**src/rtl/acc_unit.sv**
```systemverilog
// Accumulator sequencer: loads operands into A/B, drives an external ALU and writes back results.
// Optional macro ACC_UNIT_FLAGS_EN adds registered zero/carry flags.
module acc_unit (
    input  logic       clk,
    input  logic       rst,
    input  logic       op_valid,
    input  logic [1:0] op_code,
    input  logic [7:0] bus_in,
    output logic       op_ready,
    output logic [7:0] alu_a,
    output logic [7:0] alu_b,
    output logic       alu_sub,
    input  logic [7:0] alu_out,
    input  logic       alu_zero,
    input  logic       alu_carry,
    output logic [7:0] acc,
    output logic       flag_z,
    output logic       flag_c,
    output logic       done
);

    typedef enum logic [1:0] {IDLE, LOAD_B, EXEC, WRITE} state_t;
    typedef enum logic [1:0] {
        OP_LDA = 2'b00,
        OP_ADD = 2'b01,
        OP_SUB = 2'b10,
        OP_CLR = 2'b11
    } op_t;

    state_t     state, next_state;
    op_t        op_q;
    logic [7:0] hold_q, a_q, b_q, res_q;
    logic       accept, is_arith;

    assign accept   = op_valid && (state == IDLE);
    assign is_arith = (op_code == OP_ADD) || (op_code == OP_SUB);

    // NOTE: sequential state uses non-blocking assignments so every register samples pre-edge values.
    always_ff @(posedge clk or posedge rst) begin
        if (rst) state <= IDLE;
        else     state <= next_state;
    end

    // NOTE: every output of this block gets a default first, so no path can infer a latch.
    always_comb begin
        next_state = state;
        op_ready   = 1'b0;
        done       = 1'b0;
        alu_sub    = 1'b0;
        unique case (state)
            IDLE: begin
                op_ready = 1'b1;
                if (op_valid) next_state = is_arith ? LOAD_B : WRITE;
            end
            LOAD_B: next_state = EXEC;
            EXEC: begin
                alu_sub    = (op_q == OP_SUB);
                next_state = WRITE;
            end
            WRITE: begin
                done       = 1'b1;
                next_state = IDLE;
            end
            default: next_state = IDLE;
        endcase
    end

    always_ff @(posedge clk or posedge rst) begin
        if (rst) begin
            op_q   <= OP_LDA;
            hold_q <= 8'h00;
            a_q    <= 8'h00;
            b_q    <= 8'h00;
            res_q  <= 8'h00;
        end else begin
            if (accept) begin
                op_q   <= op_t'(op_code);
                hold_q <= bus_in;
            end
            if (state == LOAD_B) b_q <= hold_q;
            if (state == EXEC)   res_q <= alu_out;
            if (state == WRITE) begin
                case (op_q)
                    OP_LDA:  a_q <= hold_q;
                    OP_CLR:  a_q <= 8'h00;
                    default: a_q <= res_q;
                endcase
            end
        end
    end

    assign alu_a = a_q;
    assign alu_b = b_q;
    assign acc   = a_q;

`ifdef ACC_UNIT_FLAGS_EN
    logic res_z_q, res_c_q, flag_z_q, flag_c_q;

    always_ff @(posedge clk or posedge rst) begin
        if (rst) begin
            res_z_q  <= 1'b0;
            res_c_q  <= 1'b0;
            flag_z_q <= 1'b0;
            flag_c_q <= 1'b0;
        end else begin
            if (state == EXEC) begin
                res_z_q <= alu_zero;
                res_c_q <= alu_carry;
            end
            if (state == WRITE) begin
                case (op_q)
                    OP_ADD, OP_SUB: begin
                        flag_z_q <= res_z_q;
                        flag_c_q <= res_c_q;
                    end
                    OP_CLR: begin
                        flag_z_q <= 1'b0;
                        flag_c_q <= 1'b0;
                    end
                    default: ;
                endcase
            end
        end
    end

    assign flag_z = flag_z_q;
    assign flag_c = flag_c_q;
`else
    // ALU flags are ignored entirely when flag capture is compiled out.
    logic unused_flags;
    assign unused_flags = alu_zero ^ alu_carry;
    assign flag_z       = 1'b0;
    assign flag_c       = 1'b0;
`endif

endmodule

```
**config.mk**
```make
export PLATFORM = sky130hd
export DESIGN_NAME = acc_unit
export DESIGN_NICKNAME = d
export VERILOG_FILES = /design/src/rtl/acc_unit.sv
export SDC_FILE = /design/constraint.sdc
export NUM_CORES = 1
export LEC_CHECK = 0
export ABC_AREA = 1
export CORE_MARGIN = 2
export CORE_UTILIZATION = 51
export DETAILED_ROUTE_END_ITERATION = 7
export GPL_TIMING_DRIVEN = 0
export PLACE_DENSITY = 0.85
export SYNTH_ARGS = -nofsm -noshare
export SYNTH_HDL_FRONTEND = slang
export SYNTH_SLANG_ARGS = --single-unit
```
**constraint.sdc**
```tcl
create_clock -name clk -period 2.2 [get_ports clk]
set_clock_uncertainty 0.15 [all_clocks]
set_input_delay 0.55 -clock clk [delete_from_list [all_inputs] [get_ports clk]]
set_output_delay 0.55 -clock clk [all_outputs]
set_load 0.01 [all_outputs]
```
* Yosys cells after proc, flatten, opt, wreduce, memory -nomap -nowiden
Index checks and enable logic that the tools add are counted.
** Word-level totals
- Flip-flop bits (word level) :: 36
- Input port bits :: 23
- Output and inout bits :: 29
- Logic and storage cells :: 25
** Operators by class
- Equal/unequal tests :: 8
- Multiplexer cells :: 7
- Reduce and logical (&&, ||, !) cells :: 4
** Operators with widths (number)
- one-hot mux 8 bit (2 select lines) :: 1
- equality test 2 bit, second input constant :: 5
- one-hot mux 2 bit (4 select lines) :: 1
- equality test 2 x 1 -> 1 bit, second input constant :: 2
- logical NOT 2 bit :: 2
- two-way mux 2 bit :: 2
- two-way mux 1 bit :: 3
- inequality test 2 bit, second input constant :: 1
- logical AND 1 bit :: 1
- logical OR 1 bit :: 1

* Longest topological paths before layout
Gate-level depths: netlist of the first run.
- Depth after elaboration :: 5
- Depth in mapped cells :: 8
- Depth with buffers taken out :: 7

* Worst setup path after synthesis of the first run
OpenSTA, ideal clock, no wires.
- Kind :: reg-to-output
- Start :: reg state[0]
- End :: out alu_sub
- Arrival time :: 797 ps
- Required time :: 1500 ps
- Path slack :: 703 ps
- Stages on the path, launching flop included :: 5
- Path buffers :: 0
- Cell sequence :: dfrtp_1 -> inv_1 -> ha_1 -> nand2_1 -> inv_1
** On the way
- Longest elaborated chain between the ends :: 2
** Ends and longest elaborated chain
- start, declared :: RTL line 30 : state_t state, next_state;
- start signal, assigned :: RTL line 41 : else state <= next_state;
- equality test 2 bit :: RTL line 50 : unique case (state)
- two-way mux 1 bit :: RTL line 50
- end, declared :: RTL line 12 : output logic alu_sub,
No other way between the ends.

* Worst setup path after layout of the first run
- Start :: reg state[0]
- End :: out done
** On the way
- Longest elaborated chain between the ends :: 2
** Ends and longest elaborated chain
- equality test 2 bit :: RTL line 50
- two-way mux 1 bit :: RTL line 50
- end, declared :: RTL line 19 : output logic done
No other way between the ends.

==> results of run 1 <==
logic make-up after synthesis:
logic type / count (synthesis) / share of synthesized area
AO/OA/AOI/OAI: 19 / 0.0568
flip-flops: 36 / 0.499
AND/OR/NAND/NOR: 111 / 0.240
other: 1 / 0.00208
buffers and inverters: 45 / 0.148
adder cells (fa/ha/maj): 8 / 0.0554
flip-flops by register name (all words and copies together), names as in the netlist:
register  cells
res_q         8
alu_b         8
op_q          2
hold_q        8
state         2
acc           8
layout make-up:
cell class / instances / area [um^2]
sequential: 36 / 901
timing repair buffer: 49 / 479
inverter: 25 / 93.8
fill: 297 / 957
buffer: 20 / 173
tap: 46 / 57.6
clock buffer: 8 / 58.8
multi-input combinational: 140 / 643
cells in the mapped netlist:
cell type	n	area share
ha_1	8	0.055
buf_6	3	0.019
o21ai_0	17	0.047
nand2_2	1	0.0035
nor2_2	1	0.0035
nand2_1	65	0.14
nor2_1	35	0.073
buf_2	2	0.0055
buf_4	12	0.050
clkbuf_8	1	0.0076
o21ai_2	2	0.0097
conb_1	1	0.0021
inv_1	25	0.052
clkbuf_2	1	0.0028
dfrtp_1	36	0.50
buf_12	1	0.011
nand3_1	9	0.025
final timing paths:
path | to | cells past startpoint | startpoint | slack (ns)
worst min-delay path | hold_q[7] | 3 | op_valid | 0.36
worst max-delay path | done | 3 | state[0] | 0.08
worst max register to register | state[1] | 8 | state[1] | 0.64
worst min register to register | hold_q[5] | 2 | hold_q[5] | 0.37
max in group asynchronous | state[0] | 2 | rst | 0.94
min in group asynchronous | hold_q[4] | 2 | rst | 0.48
worst min-delay path, delay by kind of cell:
family | cells | cell delay (ns)
buf+inv | 1 | 0.15
simple gates | 2 | 0.13
repair_timing:
action                                  in CTS  in global routing
endpoints found under the setup margin       3                  0
resized for setup                            4                  0
setup buffers                                3                  0
power groups by stage:
| stage | logic (W) | clock network, W | registers, W |
|---|---|---|---|
| floorplan | 0.00115 | 0 | 0.00123 |
| global placement | 0.00186 | 0 | 0.00120 |
| detailed placement | 0.00192 | 0 | 0.00122 |
| CTS | 0.00196 | 0.000370 | 0.00120 |
| global route | 0.00218 | 0.000400 | 0.00125 |
| finish | 0.00194 | 0.000366 | 0.00120 |
cell usage in the layout, fill, tap and decap left out, drive strengths merged:
master	Yosys	final
nor2	36	36
nand3	9	9
buf	18	21
dfrtp	36	36
dlygate4sd2	0	3
ha	8	8
nand2	66	66
clkbuf	2	10
clkdlybuf4s50	0	43
o21ai	19	19
inv	25	25
conb	1	2
per-layer routing:
metal | track usage | vias to the layer above
met5 | 0 | -
met2 | 0.351 | 31
met3 | 0.0536 | 6
met1 | 0.221 | 673
li1 | - | 764
met4 | 0.0734 | 0
metrics by stage:
step / worst slack (ns) / hold slack [ns] / total power [W] / instance area (um^2) / setup TNS [ns]
after CTS: 0.0890 / 0.353 / 0.00353 / 2410 / 0
after detailed placement: -0.0690 / 0.345 / 0.00314 / 2330 / -2.44
after floorplan: 0.696 / 0.305 / 0.00239 / 1810 / 0
final: 0.0836 / 0.361 / 0.00351 / 2410 / 0
after global routing: 0.0299 / 0.357 / 0.00382 / 2410 / 0
after global placement: -0.0611 / 0.319 / 0.00306 / 2330 / -2.15
==> results.yml, run 1 <==
placed_design:
  dp_hpwl_um: 2640
  place_inst: 313
  place_congestion: 0.790
  port_buffers: 46
logic_synthesis:
  yosysUniqueCellTypes: 17
  synth_area_per_cell_um2: 8.21
  seq_area_frac_synth: 0.499
  synth_seq_cells: 36
  syn-instance-count: 220
  yosysWarnings: 0
  synth_area_mm2: 0.00181
power_and_ir_drop:
  ir_worst_vdd_mv: 0.711
  power_density_mw_per_mm2: 1460
  p_int_w: 0.00215
  p_leak_nw: 1.20
  pwr-share-clk: 0.104
  combPwrFrac: 0.553
  switching_share: 0.386
  p_sw_w: 0.00135
  seq_power_share: 0.343
timing:
  rsz0062_at_grt: "false"
  slew_viol_final: 0
  fin_crit_sh: 0.962
  worstMarginPinSlew_ns: 0.723
  hold_viol_final: 0
  setup_viol_count_final: 0
  relSlewSlack: 0.517
  period_minus_slack_ns: 2.12
  max_freq_mhz: 472
clocking:
  cts_sinks: 36
  numCtsBuffers: 5
  clkLatencyLatePin_ns: 0.35
  postCtsHoldBufs: 0
  clock_path_buffers: 2
  clkTransAtPathRegs_ns: 0.11
  cts_tree: "done"
  htree_num_levels: 2
  root_buffer: "clkbuf_4"
critical_path:
  cp.arrival_ns: 1.42
  critPathBufInv: 2
  critical_path_class: "reg2out"
  max_stage_delay_ns: 0.43
  crit_family: "buffers and inverters"
  crit_path_max_fanout: 3
  end_kind: "output pin"
  cp-start-kind: "flop"
  crit_required_ns: 1.50
  worstPathCellList: "buf_4 -> ha_1 -> dlygate4sd2_1"
  worst_path_max_delay_cell: "dfrtp_1"
outcome:
  status: "finished clean"
flow_run:
  maxCapViolations: 0
global_route:
  antenna_found_initial: 0
  grt_pass1_wl_um: 6090
  grt_usage: 0.196
  first_global_vias: 1429
  overflow: 0
  grt_max_degree: 37
detailed_routing:
  wl_met3_um: 153
  drt_iter0_markers: 69
  via_per_inst: 4.55
  dr.pass1.iters: 4
  wl_met1_um: 1510
  highest_layer: "met4"
  remaining_drc_errors: 0
  drtAntennaViolNets: 0
  wl_per_cell_um: 10.9
  routed_wl_um: 3520
  wl_met2_um: 1790
  num_vias: 1474
final_layout:
  nets: 308
  layout-drive-gt1-share: 0.126
  diodes: 0
  fin_cells: 324
  post-route-util: 0.715
  synthToLayoutAreaGrowth_pct: 33.2
worst_hold_path:
  hold_path_class: "in2reg"
floorplan:
  die-width_um: 63.5
  start_util: 0.537
  io_pins: 52
  placeableCoreArea_mm2: 0.00336
  die_h_um: 63.5
  num_rows: 21
  dieArea_mm2: 0.00403
(Power assumes the default switching activity.)
==> inputs of run 2 (changes only) <==
Settings changed: CORE_MARGIN 2 to not set, MAX_ROUTING_LAYER set to met4.
==> run 2 against run 1 <==
Net effect:
- design area about the same
- clock power down 2%
- final cell count unchanged
- highest routed layer unchanged
==> results.yml, run 2 (same netlist as run 1, synthesis figures left out) <==
outcome:
  status: "finished clean"
floorplan:
  io_pins: 52
  die_h_um: 61.5
  dieArea_mm2: 0.00378
  placeableCoreArea_mm2: 0.00336
  num_rows: 21
  die-width_um: 61.5
  start_util: 0.537
critical_path:
  cp.arrival_ns: 1.42
  end_kind: "output pin"
  critical_path_class: "reg2out"
  crit_required_ns: 1.50
  cp-start-kind: "flop"
  crit_path_max_fanout: 3
placed_design:
  dpl_cell_area_mm2: 0.00233
  port_buffers: 46
  place_congestion: 0.823
  dp_hpwl_um: 2470
power_and_ir_drop:
  p_leak_nw: 1.20
  ir_worst_vdd_mv: 0.865
  power_density_mw_per_mm2: 1450
  p_total_w: 0.00348
timing:
  period_minus_slack_ns: 2.12
  hold_viol_final: 0
  whs_ns: 0.349
  max_freq_mhz: 471
  rsz0062_at_grt: "false"
  tns_ns: 0
  setup_viol_count_final: 0
  worstMarginPinSlew_ns: 0.726
  relSlewSlack: 0.515
  fin_crit_sh: 0.965
  slew_viol_final: 0
final_layout:
  diodes: 0
  nets: 308
  most-common-layout-cells: "65 x nand2_1, 43 x clkdlybuf4s50_1, 36 x dfrtp_1"
  final_area_mm2: 0.00241
  synthToLayoutAreaGrowth_pct: 33.2
  post-route-util: 0.716
  layout-drive-gt1-share: 0.126
  final_common_cell: "nand2_1"
  fillers: 287
detailed_routing:
  num_vias: 1469
  dr.pass1.iters: 4
  remaining_drc_errors: 0
  wl_per_cell_um: 10.3
  routed_wl_um: 3350
  drtAntennaViolNets: 0
  drt_iter0_markers: 44
  via_per_inst: 4.53
global_route:
  overflow: 0
  antenna_found_initial: 0
  grt_max_degree: 37
  first_global_vias: 1296
  grt_pass1_wl_um: 5420
  grt_usage: 0.208
flow_run:
  maxCapViolations: 0
clocking:
  numCtsBuffers: 5
  cts_sinks: 36
  clock_path_buffers: 2
  root_buffer: "clkbuf_4"
  clkLatencyLatePin_ns: 0.33
  clkTransAtPathRegs_ns: 0.10
  htree_num_levels: 2
  cts_tree: "done"
worst_hold_path:
  hold_path_class: "reg2reg"
run 2: worst paths after layout:
check / from / end / slack, ns / cells past startpoint
setup / recovery: state[0] / done / 0.08 / 3
hold / removal: op_q[0] / op_q[0] / 0.35 / 2
setup reg to reg: state[0] / acc[4] / 0.69 / 6
hold reg to reg: op_q[0] / op_q[0] / 0.35 / 2
max in group asynchronous: rst / res_q[2] / 0.93 / 2
min in group asynchronous: rst / hold_q[4] / 0.51 / 2
run 2: per-stage QoR:
stage          instances  setup slack (ns)
4_1_cts              323            0.0435
5_1_grt              324            0.0207
2_1_floorplan        221             0.696
6_report             324            0.0765
3_5_place_dp         313           -0.0650
3_3_place_gp         313           -0.0606
run 2: power breakdown:
group	internal (W)	leakage, nW	switching (W)	total (W)
Combinational	0.00101	0.722	0.000918	0.00193
Clock	0.000158	0.0326	0.000200	0.000358
Sequential	0.000983	0.443	0.000211	0.00119
Total	0.00215	1.20	0.00133	0.00348
run 2: worst max-delay path: stages, from the launching register on:
cell	delay [ns]
dfrtp_1	0.43
buf_4	0.16
ha_1	0.22
dlygate4sd2_1	0.29
run 2: cell type report:
| cell class | count | area, um^2 | share of cell area |
|---|---|---|---|
| inverters | 25 | 93.8 | 0.0390 |
| repair buffers | 49 | 480 | 0.200 |
| clock buffers | 8 | 58.8 | 0.0244 |
| flip-flops and latches | 36 | 901 | 0.374 |
| multi-input cells | 140 | 643 | 0.267 |
| well taps | 46 | 57.6 | 0.0239 |
| plain buffers | 20 | 173 | 0.0717 |
run 2: routing by layer:
layer  routed length, um  share of wire  track usage  up-vias
met4                  49          0.015       0.0794        0
met1                1500           0.45        0.249      653
met5                   0              0            -        -
met2                1630           0.49        0.336       40
met3                 171          0.051       0.0567        7
li1                    -              -            -      769
run 2: what timing repair did:
action                     CTS  global route
cloned                       0             0
setup buffers                2             1
gates resized for setup      4             1
hold buffers                 0             0
setup endpoints to repair    3             1
==> inputs of run 3 (changes only) <==
Settings changed: ABC_AREA 1 to 0, CORE_UTILIZATION 51 to 49, PLACE_DENSITY 0.85 to 0.84, TNS_END_PERCENT set to 30.
==> run 3 against run 2 <==
Net effect:
- non-clock buffer count down 5
- worst hold slack better by 0.013 ns
- critical endpoint is now alu_sub
- die area down 5.7%
- largest power group unchanged
- fmax down 1.5%
- largest cell class unchanged
- critical path depth up 1
- synthesized cell count down 43%
- count of clock-buffer cells in the layout down 1
- register-to-register slack worse by 0.09 ns
==> results.yml, run 3 <==
global_route:
  first_global_vias: 1130
  overflow: 0
  grt_pass1_wl_um: 5130
  grt_usage: 0.205
  antenna_found_initial: 0
  grt_max_degree: 37
power_and_ir_drop:
  power_density_mw_per_mm2: 1570
  p_int_w: 0.00230
  seq_power_share: 0.361
  pwr-share-clk: 0.110
  switching_share: 0.344
  ir_worst_vdd_mv: 0.722
  p_sw_w: 0.00120
  combPwrFrac: 0.529
  p_leak_nw: 1.01
timing:
  relSlewSlack: 0.515
  tns_ns: 0
  period_minus_slack_ns: 2.16
  slew_viol_final: 0
  max_freq_mhz: 464
  worst_slack_ns: 0.0441
  hold_viol_final: 0
  setup_viol_count_final: 0
  worstMarginPinSlew_ns: 0.727
  fin_crit_sh: 0.980
critical_path:
  cp.arrival_ns: 1.46
  critical_path_class: "reg2out"
  end_kind: "output pin"
  r2r_slack_ns: 0.60
  crit_path_max_fanout: 5
  worstPathCellList: "inv_2 -> ha_1 -> and2_1 -> dlygate4sd2_1"
  worst-path-stages: 4
  crit_family: "flip-flops"
  worst_path_max_delay_cell: "dfrtp_1"
  cp-start-kind: "flop"
  max_stage_delay_ns: 0.41
  critPathBufInv: 2
  r2r_cells: 4
  crit_required_ns: 1.50
clocking:
  cts_sinks: 36
  clkLatencyLatePin_ns: 0.34
  htree_num_levels: 2
  root_buffer: "clkbuf_4"
  clkTransAtPathRegs_ns: 0.10
  postCtsHoldBufs: 0
  cts_tree: "done"
  clock_path_buffers: 2
  numCtsBuffers: 5
placed_design:
  port_buffers: 47
  place_congestion: 0.810
  place_ws_ns: -0.0638
  place_inst: 218
  dp_hpwl_um: 2450
final_layout:
  final_common_cell: "clkdlybuf4s50_1"
  most-common-layout-cells: "44 x clkdlybuf4s50_1, 35 x dfrtp_1, 26 x mux2_2"
  layout-drive-gt1-share: 0.302
  fin_cells: 226
  synthToLayoutAreaGrowth_pct: 36.9
  nets: 213
  post-route-util: 0.721
  diodes: 0
logic_synthesis:
  yosysTopAreaCell: "dfrtp_1"
  yosysUniqueCellTypes: 19
  ys.flop_type: "dfrtp_1"
  synth_area_mm2: 0.00163
  yosysWarnings: 0
  synth_edf_count: 0
  seq_area_frac_synth: 0.551
  synth_area_leaders: "dfrtp_1 55%, mux2_2 18%, ha_1 6.1%, buf_4 4.6%, a22oi_1 3.7%"
  synth_most_common_cell: "dfrtp_1"
  synth_commonest_cells: "36 x dfrtp_1, 26 x mux2_2, 10 x buf_4"
  syn-instance-count: 126
  yosys.area.top_type_share: 0.551
  synth_seq_cells: 36
  synth_area_per_cell_um2: 13.0
  synth-async-reset-ratio: 1.00
floorplan:
  dieArea_mm2: 0.00357
  num_rows: 20
  placeableCoreArea_mm2: 0.00310
  io_pins: 52
  die_h_um: 59.7
  start_util: 0.527
  die-width_um: 59.7
flow_run:
  maxCapViolations: 0
detailed_routing:
  drtAntennaViolNets: 0
  remaining_drc_errors: 0
  via_per_inst: 5.02
  dr.pass1.iters: 4
  num_vias: 1135
  wl_per_cell_um: 14.1
  drt_iter0_markers: 30
  routed_wl_um: 3190
outcome:
  status: "finished clean"
worst_hold_path:
  hold_depth: 1
  hold_path_class: "reg2reg"
==> run 3: cell types whose count changed after synthesis, moves of 2 or more <==
cell / before / now
mux2_2: 0 / 26
nand2_1: 65 / 0
inv_1: 25 / 5
a22oi_1: 0 / 8
nor2_1: 35 / 9
nand3_1: 9 / 0
o21ai_2: 2 / 0
a21oi_1: 0 / 9
buf_4: 12 / 10
o21ai_0: 17 / 2
==> run 3: routing by layer <==
layer | part of all wire | GRT usage | routed length (um)
met5 | 0 | - | 0
met4 | 0.019 | 0.0764 | 62
met3 | 0.035 | 0.0476 | 113
met2 | 0.53 | 0.348 | 1710
met1 | 0.41 | 0.237 | 1310
==> run 3: path summary, 6_finish.rpt <==
kind / start / to
setup / recovery: state[0] / alu_sub
hold / removal: alu_b[1] / alu_b[1]
setup reg to reg: state[1] / hold_q[2]
hold reg to reg: alu_b[1] / alu_b[1]
max in group asynchronous: rst / state[1]
min in group asynchronous: rst / acc[5]
==> run 3: worst register-to-register path, stage by stage (launching register included) <==
cell and delay (ns):
dfrtp_2 0.42, inv_1 0.09, ha_1 0.22, nand2_2 0.23
mux2_2 0.38
==> run 3: final cells by class <==
| class | instances | area [um^2] |
|---|---|---|
| Buffer | 16 | 118 |
| Clock buffer | 7 | 65.1 |
| Fill cell | 245 | 866 |
| Inverter | 5 | 18.8 |
| Multi-Input combinational cell | 70 | 601 |
| Sequential cell | 36 | 902 |
| Tap cell | 44 | 55.1 |
| Timing Repair Buffer | 48 | 478 |
==> run 3: cell families (layout without fill, tap and decap cells) <==
| family | count (synthesis) | in the layout | share of synthesized area |
|---|---|---|---|
| simple gates | 13 | 13 | 0.0406 |
| compound gates | 19 | 19 | 0.0704 |
| other cells | 1 | 2 | 0.00229 |
| flops | 36 | 36 | 0.551 |
| buf+inv | 21 | 76 | 0.0835 |
| fa+ha+maj | 8 | 8 | 0.0613 |
| xor+xnor | 1 | 1 | 0.00536 |
| mux | 27 | 27 | 0.185 |
==> run 3: power by group through the flow <==
stage	clock network [W]	logic, W	registers (W)
5_1_grt	0.000417	0.00203	0.00130
3_3_place_gp	0	0.00177	0.00124
2_1_floorplan	0	0.00107	0.00127
4_1_cts	0.000388	0.00185	0.00126
6_report	0.000387	0.00185	0.00126
3_5_place_dp	0	0.00186	0.00127
==> run 3: repair_timing <==
action	in CTS	in global routing
endpoints found under the setup margin	3	3
buffers inserted	0	1
resized for setup	3	2
==> run 3: per-stage QoR <==
stage                     cell area, um^2  hold WS (ns)  power [W]
final                                2240         0.362    0.00350
after detailed placement             2160         0.346    0.00313
after global routing                 2240         0.385    0.00375
after CTS                            2230         0.369    0.00350
after floorplan                      1640         0.329    0.00234
after global placement               2160         0.341    0.00301
